<file path="src/rtl/fnd_scan_ctrl.sv">
// Seven-segment digit scan controller: steps through enabled digit positions with a
// programmable dwell per digit and an optional dark interval between digits.
module fnd_scan_ctrl #(
    parameter int NUM_DIGITS   = 4,
    parameter int SCAN_DIV     = 100000,
    parameter int BLANK_CYCLES = 2,
    parameter int SEL_W        = $clog2(NUM_DIGITS)
) (
    input  logic                  clk,
    input  logic                  rst,
    input  logic                  en,
    input  logic [NUM_DIGITS-1:0] digit_mask,
    output logic [SEL_W-1:0]      fnd_sel,
    output logic [NUM_DIGITS-1:0] fnd_com,
    output logic                  blank,
    output logic                  frame_done
);

    localparam int MAX_DWELL = (SCAN_DIV > BLANK_CYCLES) ? SCAN_DIV : BLANK_CYCLES;
    localparam int CNT_W     = $clog2(MAX_DWELL + 1);
    localparam logic [CNT_W-1:0] SHOW_LAST  = CNT_W'(SCAN_DIV - 1);
    localparam logic [CNT_W-1:0] BLANK_LAST = CNT_W'((BLANK_CYCLES > 0) ? (BLANK_CYCLES - 1) : 0);
    localparam bit HAS_BLANK = (BLANK_CYCLES > 0);

    typedef enum logic [1:0] {
        IDLE  = 2'd0,
        BLANK = 2'd1,
        SHOW  = 2'd2
    } state_t;

    state_t                  state_r, state_s;
    logic [SEL_W-1:0]        sel_r, sel_s;
    logic [CNT_W-1:0]        dwell_r, dwell_s;
    logic                    frame_done_r, frame_done_s;
    logic [NUM_DIGITS-1:0]   fnd_com_s;
    logic [SEL_W-1:0]        lowest_s, next_s;

    // Lowest set mask index; 0 when the mask is empty.
    function automatic logic [SEL_W-1:0] lowest_idx(input logic [NUM_DIGITS-1:0] m);
        logic [SEL_W-1:0] r;
        r = '0;
        for (int i = NUM_DIGITS - 1; i >= 0; i--) begin
            if (m[i]) begin
                r = SEL_W'(i);
            end else begin
                r = r;
            end
        end
        return r;
    endfunction

    // Next set mask index searching cyclically from cur+1; returns cur if nothing else is set.
    function automatic logic [SEL_W-1:0] next_idx(input logic [SEL_W-1:0] cur,
                                                  input logic [NUM_DIGITS-1:0] m);
        logic [SEL_W-1:0] r;
        logic             found;
        int               j;
        r     = cur;
        found = 1'b0;
        for (int i = 1; i <= NUM_DIGITS; i++) begin
            j = (int'(cur) + i) % NUM_DIGITS;
            if (!found && m[j]) begin
                r     = SEL_W'(j);
                found = 1'b1;
            end else begin
                found = found;
            end
        end
        return r;
    endfunction

    assign lowest_s = lowest_idx(digit_mask);
    assign next_s   = next_idx(sel_r, digit_mask);

    // State, digit index, dwell counter and frame pulse registers.
    always_ff @(posedge clk) begin
        if (!rst) begin
            state_r      <= IDLE;
            sel_r        <= '0;
            dwell_r      <= '0;
            frame_done_r <= 1'b0;
        end else begin
            state_r      <= state_s;
            sel_r        <= sel_s;
            dwell_r      <= dwell_s;
            frame_done_r <= frame_done_s;
        end
    end

    // Next-state logic; losing enable or the whole mask always returns to IDLE first.
    always_comb begin
        state_s      = state_r;
        sel_s        = sel_r;
        dwell_s      = dwell_r;
        frame_done_s = 1'b0;
        case (state_r)
            IDLE: begin
                dwell_s = '0;
                if (en && (digit_mask != '0)) begin
                    sel_s   = lowest_s;
                    state_s = HAS_BLANK ? BLANK : SHOW;
                end else begin
                    state_s = IDLE;
                end
            end
            BLANK: begin
                if (!en || (digit_mask == '0)) begin
                    state_s = IDLE;
                    dwell_s = '0;
                end else if (dwell_r == BLANK_LAST) begin
                    state_s = SHOW;
                    dwell_s = '0;
                end else begin
                    dwell_s = dwell_r + CNT_W'(1);
                end
            end
            SHOW: begin
                if (!en || (digit_mask == '0)) begin
                    state_s = IDLE;
                    dwell_s = '0;
                end else if (dwell_r == SHOW_LAST) begin
                    sel_s        = next_s;
                    frame_done_s = (next_s <= sel_r);
                    state_s      = HAS_BLANK ? BLANK : SHOW;
                    dwell_s      = '0;
                end else begin
                    dwell_s = dwell_r + CNT_W'(1);
                end
            end
            default: begin
                state_s = IDLE;
                dwell_s = '0;
            end
        endcase
    end

    // Common-line decode: only a lit, still-enabled digit pulls its line low.
    always_comb begin
        fnd_com_s = '1;
        if ((state_r == SHOW) && digit_mask[sel_r]) begin
            fnd_com_s = ~(NUM_DIGITS'(1) << sel_r);
        end else begin
            fnd_com_s = '1;
        end
    end

    assign fnd_sel    = sel_r;
    assign fnd_com    = fnd_com_s;
    assign blank      = &fnd_com_s;
    assign frame_done = frame_done_r;

endmodule

</file>
<file path="config.mk">
export PLATFORM = sky130hd
export DESIGN_NAME = fnd_scan_ctrl
export DESIGN_NICKNAME = d
export VERILOG_FILES = /design/src/rtl/fnd_scan_ctrl.sv
export SDC_FILE = /design/constraint.sdc
export NUM_CORES = 1
export LEC_CHECK = 0
export ABC_AREA = 1
export CAP_MARGIN = 20
export CORE_ASPECT_RATIO = 0.8
export CORE_MARGIN = 2
export CORE_UTILIZATION = 51
export CTS_CLUSTER_SIZE = 14
export DETAILED_ROUTE_END_ITERATION = 7
export PLACE_DENSITY = 0.86
export RECOVER_POWER = 100
export SETUP_SLACK_MARGIN = 0.15
export SLEW_MARGIN = 10
export SYNTH_ARGS = -nofsm -noshare
export SYNTH_HDL_FRONTEND = slang
export SYNTH_SLANG_ARGS = --single-unit
</file>
<file path="constraint.sdc">
create_clock -name clk -period 2.3 [get_ports clk]
set_input_delay 0.46 -clock clk [delete_from_list [all_inputs] [get_ports clk]]
set_output_delay 0.46 -clock clk [all_outputs]
set_load 0.02 [all_outputs]
</file>
**Word-level counts from Yosys, hierarchy flattened**

Cells that the tools add are included.

- Flip-flop bits (word level): 22
- Output and inout bits: 8
- Logic and storage cells: 96

- $add $sub $neg: 5
- $lt $le $gt $ge: 6
- Equal/unequal tests: 9
- Shift-type cells: 1
- Multiplexer cells: 41
- Bitwise gates (word level): 8
- Reductions and logical operators: 22

Operators with widths:

| operator | number |
|---|---|
| $mux W17 | 4 |
| $pmux W17 S2 | 1 |
| $mux W2 | 15 |
| $add A17 B1 Y17 const B | 1 |
| $eq A17 B1 Y1 const B | 1 |
| $eq A17 B17 Y1 const B | 1 |
| $lt A3 B4 Y1 const B | 4 |
| $mux W1 | 13 |
| $bmux W1 S2 | 5 |
| $reduce_and A4 Y1 | 2 |
| $reduce_or A2 Y1 | 4 |
| $ne A2 B2 Y1 const B | 3 |
| $ne A3 B3 Y1 const B | 2 |
| $pmux W2 S3 | 1 |
| $logic_and A1 B1 Y1 | 5 |
| $add A2 B1 Y2 const B | 2 |
| $add A2 B2 Y2 const B | 2 |
| $and A1 B1 Y1 const A | 4 |
| $logic_not A1 Y1 | 4 |
| $logic_not A4 Y1 | 1 |
| $mux W4 | 1 |
| $not A4 Y4 | 1 |
| $pmux W2 S2 | 1 |
| $reduce_bool A4 Y1 | 1 |
| 11 further kinds | 13 |

**Logic depth before layout (Yosys ltp)**

- Depth after elaboration: 19
- Depth in mapped cells: 15
- Depth with buffers taken out: 15

**Least setup slack after synthesis**

Ideal clock, no wire load.

- Path type: register to register
- Start: reg sel_r[0] (netlist: fnd_sel[0])
- End: reg frame_done_r (netlist: frame_done)
- Setup time: 64 ps
- Arrival: 2274 ps
- Path slack: -38 ps
- Cell stages (with the launch flop): 15
- Clock period less this slack: 2338 ps
- Cells stage by stage: dfxtp_1 > inv_2 > ha_1 > inv_1 > nand3_1 > nand2_1 > inv_1 > nand4_1 > and2_1 > ha_1 > inv_1 > nor2_1 > o21ai_0 > nand3_1 > nor2_1

- Word-level cells in the longest chain between the ends: 15
- Elaborated cells between the ends (all ways): 30
- Those cells by class: 4 x add/sub; 1 x order compare; 19 x mux; 6 x reduce/logical

RTL lines:

| what | line | RTL |
|---|---|---|
| start, declared | 32 | `logic [SEL_W-1:0] sel_r, sel_s;` |
| start signal, assigned | 84 | `sel_r <= sel_s;` |
| $add A2 B1 Y2 | 61 | `j = (int'(cur) + i) % NUM_DIGITS;` |
| $bmux W1 S2 | 62 | `if (!found && m[j]) begin` |
| $mux W1 (not written as such) (2 in series) | 62 |  |
| $mux W1 | 62 |  |
| $logic_not A1 Y1 | 62 |  |
| $logic_and A1 B1 Y1 | 62 |  |
| $mux W1 | 62 |  |
| $logic_not A1 Y1 | 62 |  |
| $logic_and A1 B1 Y1 | 62 |  |
| $mux W1 | 62 |  |
| $logic_not A1 Y1 | 62 |  |
| $logic_and A1 B1 Y1 | 62 |  |
| $mux W2 | 62 |  |
| $le A2 B2 Y1 (*) | 123 | `frame_done_s = (next_s <= sel_r);` |
| end signal, assigned | 86 | `frame_done_r <= frame_done_s;` |
| end, declared | 34 | `logic frame_done_r, frame_done_s;` |

Mark *: on every way between the ends. The rest lies on a longest branch, timed or not. The select of a mux whose other input is x is not followed.
A chain may end at the register's enable or synchronous reset.

**Worst setup path in the final report**

- Start: reg sel_r[0] (netlist: fnd_sel[0])
- End: out fnd_com[3]

- Word-level cells in the longest chain between the ends: 4
- Elaborated cells between the ends (all ways): 6
- Those cells by class: 1 x shift; 3 x mux; 1 x bitwise; 1 x reduce/logical

RTL lines:

| what | line | RTL |
|---|---|---|
| $bmux W1 S2 | 140 | `if ((state_r == SHOW) && digit_mask[sel_r]) begin` |
| $mux W1 (not written as such) | 140 |  |
| $logic_and A1 B1 Y1 | 140 |  |
| $mux W4 (*) | 140 |  |
| end, declared | 14 | `output logic [NUM_DIGITS-1:0] fnd_com,` |

Marks and branches as above.

==> run_results.csv <==
group,metric,value,unit
outcome,status,"finished, final reports clean",
global_routing,grt_use_total,0.2205,
logic_synthesis,yosysSeqAreaShare,0.2871,
die,die-width,65.32,um
die,die-area,0.003465,mm2
clock_tree,htreeDepth,1,
pwr,internal-power,0.8161,mW
clock_tree,cts_num_sinks,22,
routing,routed_wl,3612,um
die,io_pins,15,
logic_synthesis,netlist_area,0.001534,mm2
worst_setup_path,startpoint_type,"register",
timing,setup_viol,0,
logic_synthesis,synth_cell_types,25,
timing,period_minus_slack,2.128,ns
clock_tree,cts.clk_slew.worst_paths,0.08,ns
logic_synthesis,synth-seq-cells,22,
timing,clock_skew,0.007976,ns
worst_setup_path,cp-startpoint,"fnd_sel[0]",
pwr,p_comb_frac,0.357,
final_layout,syn_to_final_growth,26.75,%
worst_setup_path,r2r-start,"fnd_sel[0]",
worst_setup_path,r2r_setup_slack,0.35,ns
routing,wire_per_inst,11.80,um
die,num_rows,17,
final_layout,drive_above_1_share,0.2052,
pwr,p_sw,0.3752,mW
final_layout,layout.nets,288,
timing,fmax,0.4700,GHz
worst_setup_path,cp-end-kind,"output port",
clock_tree,hold_buffers,0,
logic_synthesis,ys_warn_count,0,
logic_synthesis,synth_top_area_share,0.2871,
global_routing,grt_start_max_net_pins,16,
die,initial_core_util,0.5463,
logic_synthesis,netlist_instances,233,
placed_design,hpwlAfterDp,2533,um
final_layout,final_util,0.6925,
routing,vias,1555,
pwr,p_sw_frac,0.3150,
timing,final-hold-violation-count,0,
clock_tree,clk-insertion-delay-late,0.26,ns
timing,post-route-period-util,0.9251,
worst_setup_path,arrival,1.67,ns
pwr,power_density,612.7,mW/mm2
logic_synthesis,synth_nets,252,
placed_design,gp_congestion,0.8971,
logic_synthesis,yosysTopAreaCell,"dfxtp_1",
clock_tree,cts_made_buffers,3,
placed_design,pre_cts_slack,-0.3240,ns
pwr,ir_drop,0.4685,mV
die,core_area,0.002808,mm2
timing,drv_slew,0,
worst_setup_path,ff2ff_path_depth,14,
final_layout,final_cell_mix,"53 x nand2_1, 40 x nor2_1, 31 x inv_1, 24 x nand3_1, 18 x dfxtp_1",
placed_design,port_buffers,14,
flow_run,cap_violations,0,
global_routing,antenna_found_initial,0,
worst_setup_path,endpoint,"fnd_com[3]",
hold_path,min_path_type,"reg -> reg",
routing,drt_first_pass_iters,4,
worst_setup_path,r2r-end,"frame_done",
timing,tightest_slew,0.4276,ns
timing,slew_headroom,0.7123,
pwr,clockPowerShare,0.301,
timing,setup_ws,0.1722,ns
logic_synthesis,synth_area_per_cell,6.584,um2
logic_synthesis,synth.area.top_cells,"dfxtp_1 29%, nand2_1 14%, ha_1 9.8%",
clock_tree,clockBufferDepth,2,
worst_setup_path,required,1.84,ns
global_routing,grt_pass1_wl,5940,um
worst_setup_path,cp_max_fo,6,
pwr,seq_power_share,0.341,
worst_setup_path,crit_type,"reg -> out",
final_layout,fill_cells,232,
routing,drt_iter0_drc,85,
final_layout,diodes,0,
global_routing,grt_pass1_vias,1389,
routing,drc,0,
routing,antenna_left,0,
timing,rsz0062_at_grt,"false",
final_layout,layout.cells.most_common,"nand2_1",
pwr,p_leak,0.8634,nW
clock_tree,cts_tree,"done",
routing,viasPerCell,5.082,
global_routing,gr-total-overflow,0,
clock_tree,clockRootBuffer,"clkbuf_8",
die,die_h,53.06,um
==> stage by stage <==
stage               cell area [um2]  setup TNS [ns]  instances  hold slack (ns)  power (mW)
finish                         1944               0        306           0.4848       1.191
global route                   1944               0        306           0.5130       1.266
floorplan                      1539               0        233           0.4437      0.6485
detailed placement             1813          -1.772        297           0.4665      0.7684
global placement               1813          -1.308        297           0.4574      0.7593
CTS                            1932               0        304           0.4880       1.157
==> power groups by stage <==
stage               Combinational [mW]  Sequential [mW]  Clock (mW)
global placement                 0.343            0.416           0
global route                     0.477            0.408       0.381
detailed placement               0.352            0.416           0
floorplan                        0.226            0.423           0
CTS                              0.386            0.406       0.366
finish                           0.425            0.407       0.359
==> cell families (layout without fill, tap and decap cells) <==
group | after synthesis | count (layout) | synth area share
AO/OA/AOI/OAI | 12 | 12 | 0.04894
XOR/XNOR | 5 | 5 | 0.02855
adder cells (fa/ha/maj) | 12 | 12 | 0.09788
buffers and inverters | 36 | 71 | 0.09298
flip-flops | 22 | 22 | 0.2871
AND/OR/NAND/NOR | 146 | 146 | 0.4445
==> registers in the layout, summed over array words and instances, names as in the netlist <==
name,cells
fnd_sel,2
dwell_r,17
state_r,2
frame_done,1
==> layout make-up <==
type                    count  area, um2  share of cell area
well taps                  38      47.55             0.02445
flip-flops and latches     22      450.4              0.2317
inverters                  35      136.4             0.07014
multi-input cells         175      973.4              0.5006
repair buffers             32      265.3              0.1364
clock buffers               3      41.29             0.02124
clock inverters             1      30.03             0.01544
==> layer usage <==
metal | GRT usage | wire length, um
met5 | 0 | 0
met4 | 0.03472 | 29
met3 | 0.04255 | 211
met2 | 0.3946 | 1688
met1 | 0.2820 | 1682
==> how the worst min path moves through the flow <==
stage,end,startpoint,depth (start not counted),slack (ns)
6_report,dwell_r[0],dwell_r[0],1,0.48
5_1_grt,dwell_r[0],dwell_r[0],1,0.51
4_1_cts,dwell_r[0],dwell_r[0],1,0.49
3_5_place_dp,dwell_r[0],dwell_r[0],1,0.47
3_3_place_gp,dwell_r[0],dwell_r[0],1,0.46
2_1_floorplan,dwell_r[0],dwell_r[0],1,0.44
==> cells in the mapped netlist, drive strengths merged <==
cell type	number
nand3	28
nor2	44
xor2	2
o21ai	6
nor4	2
a21oi	3
nand2	61
buf	1
o22ai	1
and2	1
ha	12
xnor2	3
a311oi	1
inv	35
o41ai	1
dfxtp	22
nor3	5
nand4	5
==> repair_timing <==
| action | in CTS | in global routing |
|---|---|---|
| setup endpoints to repair | 6 | 6 |
| gates resized for setup | 41 | 11 |
| pin swaps | 4 | 3 |
| cloned | 0 | 0 |
| buffers inserted | 3 | 2 |
==> worst max-delay path: stages (launching register included) <==
cell      delay, ns
dfxtp_4        0.38
buf_4          0.15
nand2_2        0.08
nand2_2        0.08
nor2_2         0.05
a311oi_2       0.25
clkbuf_1       0.19
nand2_1        0.08
buf_6          0.13
Note: power is estimated with default switching activity, not from simulation.
==> RTL edit: new RTL, config.mk and constraints unchanged <==
Register the outputs `fnd_com` and `blank`, without a reset; this adds one clock of latency there. The other outputs are not delayed to match.
--- a/src/rtl/fnd_scan_ctrl.sv
+++ b/src/rtl/fnd_scan_ctrl.sv
@@ -145,8 +145,10 @@
     end
 
     assign fnd_sel    = sel_r;
-    assign fnd_com    = fnd_com_s;
-    assign blank      = &fnd_com_s;
+    always_ff @(posedge clk) begin
+        fnd_com <= fnd_com_s;
+        blank   <= &fnd_com_s;
+    end
     assign frame_done = frame_done_r;
 
 endmodule
Formal check against the unedited RTL: not equivalent (a bounded check fails within 4 cycles, from zero or initial values and one cycle with rst low).
==> RTL edit against the original RTL <==
- setup slack better by 10 ps
- fmax grew 0.48%
- via count increased by 3.3%
- count of clock-buffer cells in the layout up 1
- sequential cell count is 5 higher
- design area rose by 4.1%
- routed wire length is 6.1% higher
- area after synthesis rose by 12%
- largest cell class unchanged
- largest power group is now registers
- combinational power down 3%
- utilization fell by 5.0 points
- power is 1.4% lower
==> RTL edit: results (changes against the original RTL) <==
| Metric | Value |
|---|---|
| Post-synth ARST share | `0% (unchanged)` |
| Ys Warns | `0 (unchanged)` |
| Reg clk slew, reported paths | `90 ps` |
| IO buf count | `14 (unchanged)` |
| Status | `finished, final reports clean` |
| GP Congestion | `0.931 (+3.7%)` |
| Drt first pass iters | `4 (unchanged)` |
| Worst R2R Setup Slack | `250 ps (-100 ps)` |
| Reg2Reg Depth | `13 (-1)` |
| Hold Path Class | `reg2reg` |
| Antenna diodes | `0 (unchanged)` |
| Layout net count | `292 (+1.4%)` |
| Data arrival, critical path | `2310 ps (+640 ps)` |
| Most common flop cell mapped by yosys | `dfxtp_1` |
| Vias/cell | `5.15 (+1.3%)` |
| Worst r2r src | `fnd_sel[0]` |
| CP peak stage delay | `480 ps (+100 ps)` |
| Setup crit start | `digit_mask[1]` |
| Synth top cells by count | `nand2_1, inv_1, dfxtp_1, nor2_1, nand3_1` |
| H-tree level count | `1 (unchanged)` |
| P&R area growth vs syn | `18.1%` |
| Worst-skew pair later-pin latency | `280 ps (+20 ps)` |
| Area after DPL | `1950 µm² (+7.5%)` |
| Largest net degree at the start of global routing | `16 (unchanged)` |
| VDD IR-drop max | `0.417 mV (-11%)` |
| TritonCTS buffer count | `3 (unchanged)` |
| Seq/Total Area, Yosys | `31.5% (+2.8 points)` |
| Root Driver | `clkbuf_8` |
| Fillers | `288 (+24%)` |
| Share of cells above drive strength 1 | `15.8% (-4.7 points)` |
| Slowest CP cell | `clkdlybuf4s50_1` |
| Crit path to | `frame_done` |
| Crit path max-delay family | `buffers and inverters` |
| Top Registers | `dwell_r: 17 flops, fnd_com: 4 flops` |
| Post-DR wirelength/cell | `12.3 µm (+4.1%)` |
| Clock skew | `6.62 ps (-1.36 ps)` |
| Worst relative slew slack | `64.9% (-6.3 points)` |
| Total GRT Usage | `21.1% (-0.92 points)` |
| Hpwl dp | `2.80 mm (+11%)` |
| Mapped Nets | `265 (+5.2%)` |
| Pint | `0.784 mW (-3.9%)` |
| Leak Pwr | `0.851 nW (-1.4%)` |
| Largest cells by area after synthesis | `dfxtp_1, nand2_1, ha_1` |
| Netlist cell types | `28 (+12%)` |
| Vias in the first global route | `1,498 (+7.8%)` |
| Worst-path fanout max | `3 (-3)` |
| First-pass GRT wire length | `6.29 mm (+5.8%)` |
| Initial DRC Count | `121 (+42%)` |
| CTS Buffer Depth | `2 (unchanged)` |
| Initial antenna violation count | `0 (unchanged)` |
## RTL edit: repair_timing
action | CTS | global route
pin swaps | 0 | 2
gates resized for setup | 1 | 13
endpoints found under the setup margin | 1 | 1
endpoints found under the hold margin | 0 | 0
setup buffers | 0 | 1
## RTL edit: layout make-up
| class | instances | share of cell area [%] |
|---|---|---|
| Multi-Input combinational cell | 179 | 50.4 |
| Sequential cell | 27 | 26.9 |
| Timing Repair Buffer | 24 | 10.7 |
| Inverter | 38 | 7.29 |
| Tap cell | 40 | 2.47 |
| Clock buffer | 4 | 2.22 |
## RTL edit: metal layers
layer	up-vias	wire [µm]	track usage [%]
met1	729	1850	29.2
met2	36	1770	33.5
met3	7	162	4.45
met5	-	0	0
li1	834	-	-
met4	0	48	4.76
## RTL edit: stage by stage
step,cells,setup WS (ps)
after floorplan,246,176
after global placement,307,21.1
after detailed placement,307,-135
after CTS,311,154
after global routing,312,75.9
final,312,182
## RTL edit: worst min path at each step
stage,start,endpoint,slack (ps),cells after the start
finish,dwell_r[0],dwell_r[0],480,1
floorplan,dwell_r[0],dwell_r[0],440,1
CTS,dwell_r[0],dwell_r[0],490,1
global route,dwell_r[0],dwell_r[0],540,1
global placement,dwell_r[0],dwell_r[0],460,1
detailed placement,dwell_r[0],dwell_r[0],470,1
## RTL edit: worst reg2reg max path, cell delays in order, from the launching register on
cell,delay (ps)
dfxtp_4,370
inv_6,50
ha_4,260
inv_1,90
nand3_2,120
buf_4,160
nand3_1,70
nand2_1,60
nand2_1,110
and2_4,170
ha_4,190
inv_1,50
o21bai_1,50
a211oi_1,210
## RTL edit: logic make-up (layout without fill, tap and decap cells)
family	count (synthesis)	in the layout	synth area share, %
buffers and inverters	40	66	10.1
flip-flops	27	27	31.5
XOR/XNOR	6	6	3.07
AND/OR/NAND/NOR	143	143	40.2
adder cells (fa/ha/maj)	12	12	8.76
AO/OA/AOI/OAI	18	18	6.35
## RTL edit: power by group through the flow
stage	registers, mW	logic, mW	clock network, mW
after floorplan	0.515	0.226	0
after global placement	0.502	0.329	0
after detailed placement	0.502	0.352	0
after CTS	0.491	0.362	0.277
after global routing	0.494	0.462	0.292
final	0.492	0.411	0.272
